File: src/rtl/eth_header_rx_vlan_if.sv
// Byte-stream in, header channel out, payload byte-stream out.
// The design uses the slave modport. The environment that feeds frames and
// consumes headers and payload uses the master modport.
interface eth_header_rx_vlan_if;
    logic [7:0]  s_axis_tdata;
    logic        s_axis_tvalid;
    logic        s_axis_tready;
    logic        s_axis_tlast;

    logic        m_hdr_valid;
    logic        m_hdr_ready;
    logic [47:0] m_hdr_dest_mac;
    logic [47:0] m_hdr_src_mac;
    logic [15:0] m_hdr_eth_type;
    logic        m_hdr_vlan_present;
    logic [15:0] m_hdr_vlan_tci;

    logic [7:0]  m_axis_tdata;
    logic        m_axis_tvalid;
    logic        m_axis_tready;
    logic        m_axis_tlast;

    modport slave (
        input  s_axis_tdata, s_axis_tvalid, s_axis_tlast, m_hdr_ready, m_axis_tready,
        output s_axis_tready, m_hdr_valid, m_hdr_dest_mac, m_hdr_src_mac, m_hdr_eth_type,
               m_hdr_vlan_present, m_hdr_vlan_tci, m_axis_tdata, m_axis_tvalid, m_axis_tlast
    );

    modport master (
        output s_axis_tdata, s_axis_tvalid, s_axis_tlast, m_hdr_ready, m_axis_tready,
        input  s_axis_tready, m_hdr_valid, m_hdr_dest_mac, m_hdr_src_mac, m_hdr_eth_type,
               m_hdr_vlan_present, m_hdr_vlan_tci, m_axis_tdata, m_axis_tvalid, m_axis_tlast
    );
endinterface

File: src/rtl/eth_header_rx_vlan.sv
// Receive Ethernet header parser with an optional single 802.1Q tag.
// It strips dest/src MAC and EtherType into a header channel. The rest of the
// frame goes out through a one-entry payload register.
module eth_header_rx_vlan #(
    parameter bit          VLAN_ENABLE = 1'b1,
    parameter logic [15:0] VLAN_TPID   = 16'h8100
) (
    input  logic              clk,
    input  logic              rst,
    eth_header_rx_vlan_if.slave bus,
    output logic              err_short
);
    localparam logic [1:0] ST_HDR     = 2'd0;
    localparam logic [1:0] ST_TAG     = 2'd1;
    localparam logic [1:0] ST_HDR_OUT = 2'd2;
    localparam logic [1:0] ST_PAYLOAD = 2'd3;

    logic [1:0]  state;
    logic [4:0]  idx;
    logic [47:0] dest_mac;
    logic [47:0] src_mac;
    logic [15:0] eth_type;
    logic [15:0] vlan_tci;
    logic        vlan_present;
    logic [7:0]  out_data;
    logic        out_valid;
    logic        out_last;
    logic        s_ready;
    logic        s_fire;
    logic [15:0] type_next;

    // Header bytes always flow. Payload flows only when the output register frees up.
    always_comb begin
        s_ready = 1'b0;
        case (state)
            ST_HDR, ST_TAG: s_ready = 1'b1;
            ST_PAYLOAD:     s_ready = !out_valid || bus.m_axis_tready;
            default:        s_ready = 1'b0;
        endcase
    end

    assign s_fire    = bus.s_axis_tvalid && s_ready;
    // Value eth_type takes once the current byte is shifted in. The TPID check is made on it.
    assign type_next = {eth_type[7:0], bus.s_axis_tdata};

    // Header parse FSM. A tlast inside the header drops the frame and flags it as short.
    always_ff @(posedge clk) begin
        if (rst) begin
            state        <= ST_HDR;
            idx          <= 5'd0;
            dest_mac     <= 48'd0;
            src_mac      <= 48'd0;
            eth_type     <= 16'd0;
            vlan_tci     <= 16'd0;
            vlan_present <= 1'b0;
            err_short    <= 1'b0;
        end else begin
            err_short <= 1'b0;
            case (state)
                ST_HDR: if (s_fire) begin
                    idx <= idx + 5'd1;
                    if (idx < 5'd6)       dest_mac <= {dest_mac[39:0], bus.s_axis_tdata};
                    else if (idx < 5'd12) src_mac  <= {src_mac[39:0], bus.s_axis_tdata};
                    else                  eth_type <= type_next;
                    if (bus.s_axis_tlast) begin
                        idx          <= 5'd0;
                        err_short    <= 1'b1;
                        vlan_present <= 1'b0;
                        vlan_tci     <= 16'd0;
                    end else if (idx == 5'd13) begin
                        if (VLAN_ENABLE && type_next == VLAN_TPID) begin
                            state        <= ST_TAG;
                            vlan_present <= 1'b1;
                        end else begin
                            state <= ST_HDR_OUT;
                        end
                    end
                end
                ST_TAG: if (s_fire) begin
                    idx <= idx + 5'd1;
                    if (idx < 5'd16) vlan_tci <= {vlan_tci[7:0], bus.s_axis_tdata};
                    else             eth_type <= type_next;
                    if (bus.s_axis_tlast) begin
                        state        <= ST_HDR;
                        idx          <= 5'd0;
                        err_short    <= 1'b1;
                        vlan_present <= 1'b0;
                        vlan_tci     <= 16'd0;
                    end else if (idx == 5'd17) begin
                        state <= ST_HDR_OUT;
                    end
                end
                ST_HDR_OUT: if (bus.m_hdr_ready) state <= ST_PAYLOAD;
                default: if (s_fire && bus.s_axis_tlast) begin
                    state        <= ST_HDR;
                    idx          <= 5'd0;
                    vlan_present <= 1'b0;
                    vlan_tci     <= 16'd0;
                end
            endcase
        end
    end

    // One-entry payload register. It keeps draining after the FSM has moved on to the next header.
    always_ff @(posedge clk) begin
        if (rst) begin
            out_valid <= 1'b0;
            out_data  <= 8'd0;
            out_last  <= 1'b0;
        end else if (state == ST_PAYLOAD && s_fire) begin
            out_valid <= 1'b1;
            out_data  <= bus.s_axis_tdata;
            out_last  <= bus.s_axis_tlast;
        end else if (bus.m_axis_tready) begin
            out_valid <= 1'b0;
        end
    end

    assign bus.s_axis_tready      = s_ready;
    assign bus.m_hdr_valid        = (state == ST_HDR_OUT);
    assign bus.m_hdr_dest_mac     = dest_mac;
    assign bus.m_hdr_src_mac      = src_mac;
    assign bus.m_hdr_eth_type     = eth_type;
    assign bus.m_hdr_vlan_present = vlan_present;
    assign bus.m_hdr_vlan_tci     = vlan_tci;
    assign bus.m_axis_tdata       = out_data;
    assign bus.m_axis_tvalid      = out_valid;
    assign bus.m_axis_tlast       = out_last;
endmodule

File: src/flat_wrapper.sv
// flat-port wrapper written by rule: the top's interface ports become plain ports
module eth_header_rx_vlan_flat 
#(
    parameter bit          VLAN_ENABLE = 1'b1,
    parameter logic [15:0] VLAN_TPID   = 16'h8100
)
  (clk, rst, err_short, bus_s_axis_tdata, bus_s_axis_tvalid, bus_s_axis_tlast, bus_m_hdr_ready, bus_m_axis_tready, bus_s_axis_tready, bus_m_hdr_valid, bus_m_hdr_dest_mac, bus_m_hdr_src_mac, bus_m_hdr_eth_type, bus_m_hdr_vlan_present, bus_m_hdr_vlan_tci, bus_m_axis_tdata, bus_m_axis_tvalid, bus_m_axis_tlast);
  eth_header_rx_vlan_if bus_i ();
  input  logic clk;
  input  logic rst;
  output logic err_short;
  input wire logic [$bits(bus_i.s_axis_tdata)-1:0] bus_s_axis_tdata;
  input wire logic [$bits(bus_i.s_axis_tvalid)-1:0] bus_s_axis_tvalid;
  input wire logic [$bits(bus_i.s_axis_tlast)-1:0] bus_s_axis_tlast;
  input wire logic [$bits(bus_i.m_hdr_ready)-1:0] bus_m_hdr_ready;
  input wire logic [$bits(bus_i.m_axis_tready)-1:0] bus_m_axis_tready;
  output wire logic [$bits(bus_i.s_axis_tready)-1:0] bus_s_axis_tready;
  output wire logic [$bits(bus_i.m_hdr_valid)-1:0] bus_m_hdr_valid;
  output wire logic [$bits(bus_i.m_hdr_dest_mac)-1:0] bus_m_hdr_dest_mac;
  output wire logic [$bits(bus_i.m_hdr_src_mac)-1:0] bus_m_hdr_src_mac;
  output wire logic [$bits(bus_i.m_hdr_eth_type)-1:0] bus_m_hdr_eth_type;
  output wire logic [$bits(bus_i.m_hdr_vlan_present)-1:0] bus_m_hdr_vlan_present;
  output wire logic [$bits(bus_i.m_hdr_vlan_tci)-1:0] bus_m_hdr_vlan_tci;
  output wire logic [$bits(bus_i.m_axis_tdata)-1:0] bus_m_axis_tdata;
  output wire logic [$bits(bus_i.m_axis_tvalid)-1:0] bus_m_axis_tvalid;
  output wire logic [$bits(bus_i.m_axis_tlast)-1:0] bus_m_axis_tlast;
  assign bus_i.s_axis_tdata = bus_s_axis_tdata;
  assign bus_i.s_axis_tvalid = bus_s_axis_tvalid;
  assign bus_i.s_axis_tlast = bus_s_axis_tlast;
  assign bus_i.m_hdr_ready = bus_m_hdr_ready;
  assign bus_i.m_axis_tready = bus_m_axis_tready;
  assign bus_s_axis_tready = bus_i.s_axis_tready;
  assign bus_m_hdr_valid = bus_i.m_hdr_valid;
  assign bus_m_hdr_dest_mac = bus_i.m_hdr_dest_mac;
  assign bus_m_hdr_src_mac = bus_i.m_hdr_src_mac;
  assign bus_m_hdr_eth_type = bus_i.m_hdr_eth_type;
  assign bus_m_hdr_vlan_present = bus_i.m_hdr_vlan_present;
  assign bus_m_hdr_vlan_tci = bus_i.m_hdr_vlan_tci;
  assign bus_m_axis_tdata = bus_i.m_axis_tdata;
  assign bus_m_axis_tvalid = bus_i.m_axis_tvalid;
  assign bus_m_axis_tlast = bus_i.m_axis_tlast;
  eth_header_rx_vlan #(.VLAN_ENABLE(VLAN_ENABLE), .VLAN_TPID(VLAN_TPID)) u_core (.clk(clk), .rst(rst), .bus(bus_i), .err_short(err_short));
endmodule
File: config.mk
export PLATFORM = sky130hd
export DESIGN_NAME = eth_header_rx_vlan_flat
export DESIGN_NICKNAME = d
export VERILOG_FILES = /design/src/rtl/eth_header_rx_vlan_if.sv /design/src/rtl/eth_header_rx_vlan.sv /design/src/flat_wrapper.sv
export SDC_FILE = /design/constraint.sdc
export NUM_CORES = 1
export LEC_CHECK = 0
export ABC_AREA = 1
export CORE_ASPECT_RATIO = 0.8
export CORE_MARGIN = 2
export CORE_UTILIZATION = 50
export CTS_CLUSTER_DIAMETER = 150
export DETAILED_ROUTE_END_ITERATION = 10
export PLACE_DENSITY_LB_ADDON = 0.3
export SETUP_SLACK_MARGIN = 0.4
export SLEW_MARGIN = 20
export SYNTH_ARGS = -nofsm -noshare
export SYNTH_HDL_FRONTEND = slang
export SYNTH_SLANG_ARGS = --single-unit
export TNS_END_PERCENT = 20
File: constraint.sdc
create_clock -name clk -period 3.95 [get_ports clk]
set_clock_uncertainty 0.2 [all_clocks]
set_input_delay 0.395 -clock clk [delete_from_list [all_inputs] [get_ports clk]]
set_output_delay 0.395 -clock clk [all_outputs]
set_load 0.01 [all_outputs]
==> flow_summary.ini <==
[clocking]
cts.clk_slew.worst_paths_ns = 0.06
htreeDepth = 4
clock-sinks = 147
clock_latency_ns = 0.41
cts_root_buffer = clkbuf_16
cts.path.max_buffers = 2
postCtsSetupRepairBufs = 0
cts_tree = done
cts_buffers = 17
post_cts_resized = 0
hold_buffers = 0

[drt]
wl_met1_um = 7056
drt-wirelength-per-cell_um = 14.72
drt_iter0_markers = 420
wl_met3_um = 919
dr.max_layer_used = met4
drt_first_pass_iters = 5
vias_per_cell = 5.069
routed-wl-met2_um = 7155
drtAntennaViolNets = 0
vias = 5292
drc_errors = 0
drt-total-wl_um = 15370

[timing]
rsz0062_at_grt = false
max_slew_margin = 0.4431
hold_viol = 0
period_share = 0.6396
drv_slew = 0
fin_setup_tns_ns = 0
finalCriticalPeriod_ns = 2.526
layout_setup_ws_ns = 1.424
setup_viol = 0
fmax_mhz = 395.8
tightestPinTransition_ns = 0.8344

[finish]
nFillCells = 892
mostFrequentLayoutCells = nor2_1, clkdlybuf4s50_1, dfxtp_1
drive_gt1_frac = 0.05333
num_antenna_cells = 0
area_delta_synth_final_pct = 38.49
multi_input_area_mm2 = 0.002136
regArea_mm2 = 0.002943
final_nets = 903
final_common_cell = nor2_1

[synth]
ys_seq_elements = 147
syn_avg_cell_area_um2 = 7.433
synth_cell_types = 22
yosysSeqAreaShare = 0.5251
synth_nets = 770
synth_cells = 754
yosysWarnings = 0
netlist_area_mm2 = 0.005604

[critical_path]
crit_fanout = 25
slowest_stage = dfxtp_1
crit_chain = nor2_2, nand2_1, nand2_1, nor2_2, inv_1, nor2_1, nor2_1
critPathCaptureType = register
path_buf_inv = 1
required_ns = 4.05
crit_family = simple AND/OR/NAND/NOR gates
path_class = register to register
cp-start-kind = register
cpPeakStageDelay_ns = 0.65
arrival_ns = 2.62

[global_routing]
grt_max_degree = 97
grt_pass1_vias = 5005
grt_first_pass_wirelength_um = 25100
grt-ovfl-total = 0
grt_use_total = 0.2619
antenna_found_initial = 0

[placed_design]
port_buffers = 155
dp_hpwl_um = 10380
finalWeightedCongestion = 0.8509
post-place-ws_ns = 1.149

[die]
die_h_um = 98.69
pin_count = 156
fp.dieW_um = 122.4
core_mm2 = 0.01089
rows = 34
die_area_mm2 = 0.01208
start_util = 0.5146

[pwr]
p_leak_nw = 3.068
cellPowerDensity_mw_per_mm2 = 446.3
vdd_drop_max_uv = 312.3

[hold_path]
hold_path.class = register to register

[run_status]
run_status = complete, no violations

[job]
cap_violations = 0
tightest hold or removal path: cells and delay by family (launching register included):
kind | cells | cell delay [ns]
AO/OA/AOI/OAI | 1 | 0.05
buffers and inverters | 1 | 0.05
flip-flops | 1 | 0.31
area by class of cell:
class,count,share of cell area
inverters,83,0.04014
clock inverters,12,0.01902
clock buffers,20,0.05884
well taps,144,0.02321
flip-flops and latches,147,0.3792
multi-input cells,480,0.2752
repair buffers,158,0.2044
logic make-up after synthesis:
| group | Yosys count | share of synthesized area |
|---|---|---|
| simple gates | 267 | 0.1867 |
| buf+inv | 127 | 0.09466 |
| compound gates | 211 | 0.1891 |
| flops | 147 | 0.5251 |
| fa+ha+maj | 2 | 0.004465 |
power breakdown:
part / switching (W) / leakage [nW] / internal, W
Combinational: 0.000148 / 1.58 / 0.000126
Sequential: 0.0000371 / 1.20 / 0.00153
Clock: 0.000646 / 0.289 / 0.000977
cells in the mapped netlist (all sizes together):
cell / number / area share
nand2: 51 / 0.035
clkbuf: 22 / 0.015
or2: 1 / 0.0011
dfxtp: 147 / 0.53
buf: 22 / 0.024
o21ai: 138 / 0.12
nand4: 3 / 0.0033
ha: 2 / 0.0045
nor2: 196 / 0.13
a21oi: 73 / 0.065
nor4: 1 / 0.0011
nand3: 13 / 0.012
nor3: 2 / 0.0018
inv: 83 / 0.056
routing by layer:
metal,GRT usage,vias up
li1,-,2669
met1,0.3448,2457
met2,0.4197,144
met3,0.07407,22
met4,0.07692,0
met5,0,-
stage by stage:
| stage | total power (W) | hold WS [ns] | area (um^2) | utilization | instances |
|---|---|---|---|---|---|
| after floorplan | 0.001730 | 0.2641 | 5604 | - | 754 |
| after global placement | 0.001862 | 0.2323 | 7157 | 0.6572 | 1012 |
| after detailed placement | 0.001868 | 0.2392 | 7157 | 0.6572 | 1012 |
| after CTS | 0.003478 | 0.2481 | 7761 | 0.7127 | 1044 |
| after global routing | 0.003584 | 0.2629 | 7761 | 0.7127 | 1044 |
| final | 0.003464 | 0.2447 | 7761 | 0.7127 | 1044 |
registers in the layout (all words and copies together) (netlist names), 2 cells and up:
| name | count |
|---|---|
| u_core.bus.m_axis_tdata | 8 |
| u_core.bus.m_hdr_dest_mac | 48 |
| u_core.bus.m_hdr_eth_type | 16 |
| u_core.bus.m_hdr_src_mac | 48 |
| u_core.bus.m_hdr_vlan_tci | 16 |
| u_core.idx | 5 |
| u_core.state | 2 |
final timing paths:
check	cells after the start	slack [ns]	from	endpoint
min reg2reg	2	0.24	u_core.bus.m_hdr_src_mac[45]$_SDFFE_PP0P_	u_core.bus.m_hdr_src_mac[45]$_SDFFE_PP0P_
min	2	0.24	u_core.bus.m_hdr_src_mac[45]$_SDFFE_PP0P_	u_core.bus.m_hdr_src_mac[45]$_SDFFE_PP0P_
max reg2reg	7	1.42	u_core.state[1]$_SDFFE_PP0P_	u_core.bus.m_hdr_eth_type[8]$_SDFFE_PP0P_
max	7	1.42	u_core.state[1]$_SDFFE_PP0P_	u_core.bus.m_hdr_eth_type[8]$_SDFFE_PP0P_
Power figures use the tool's default switching activity.
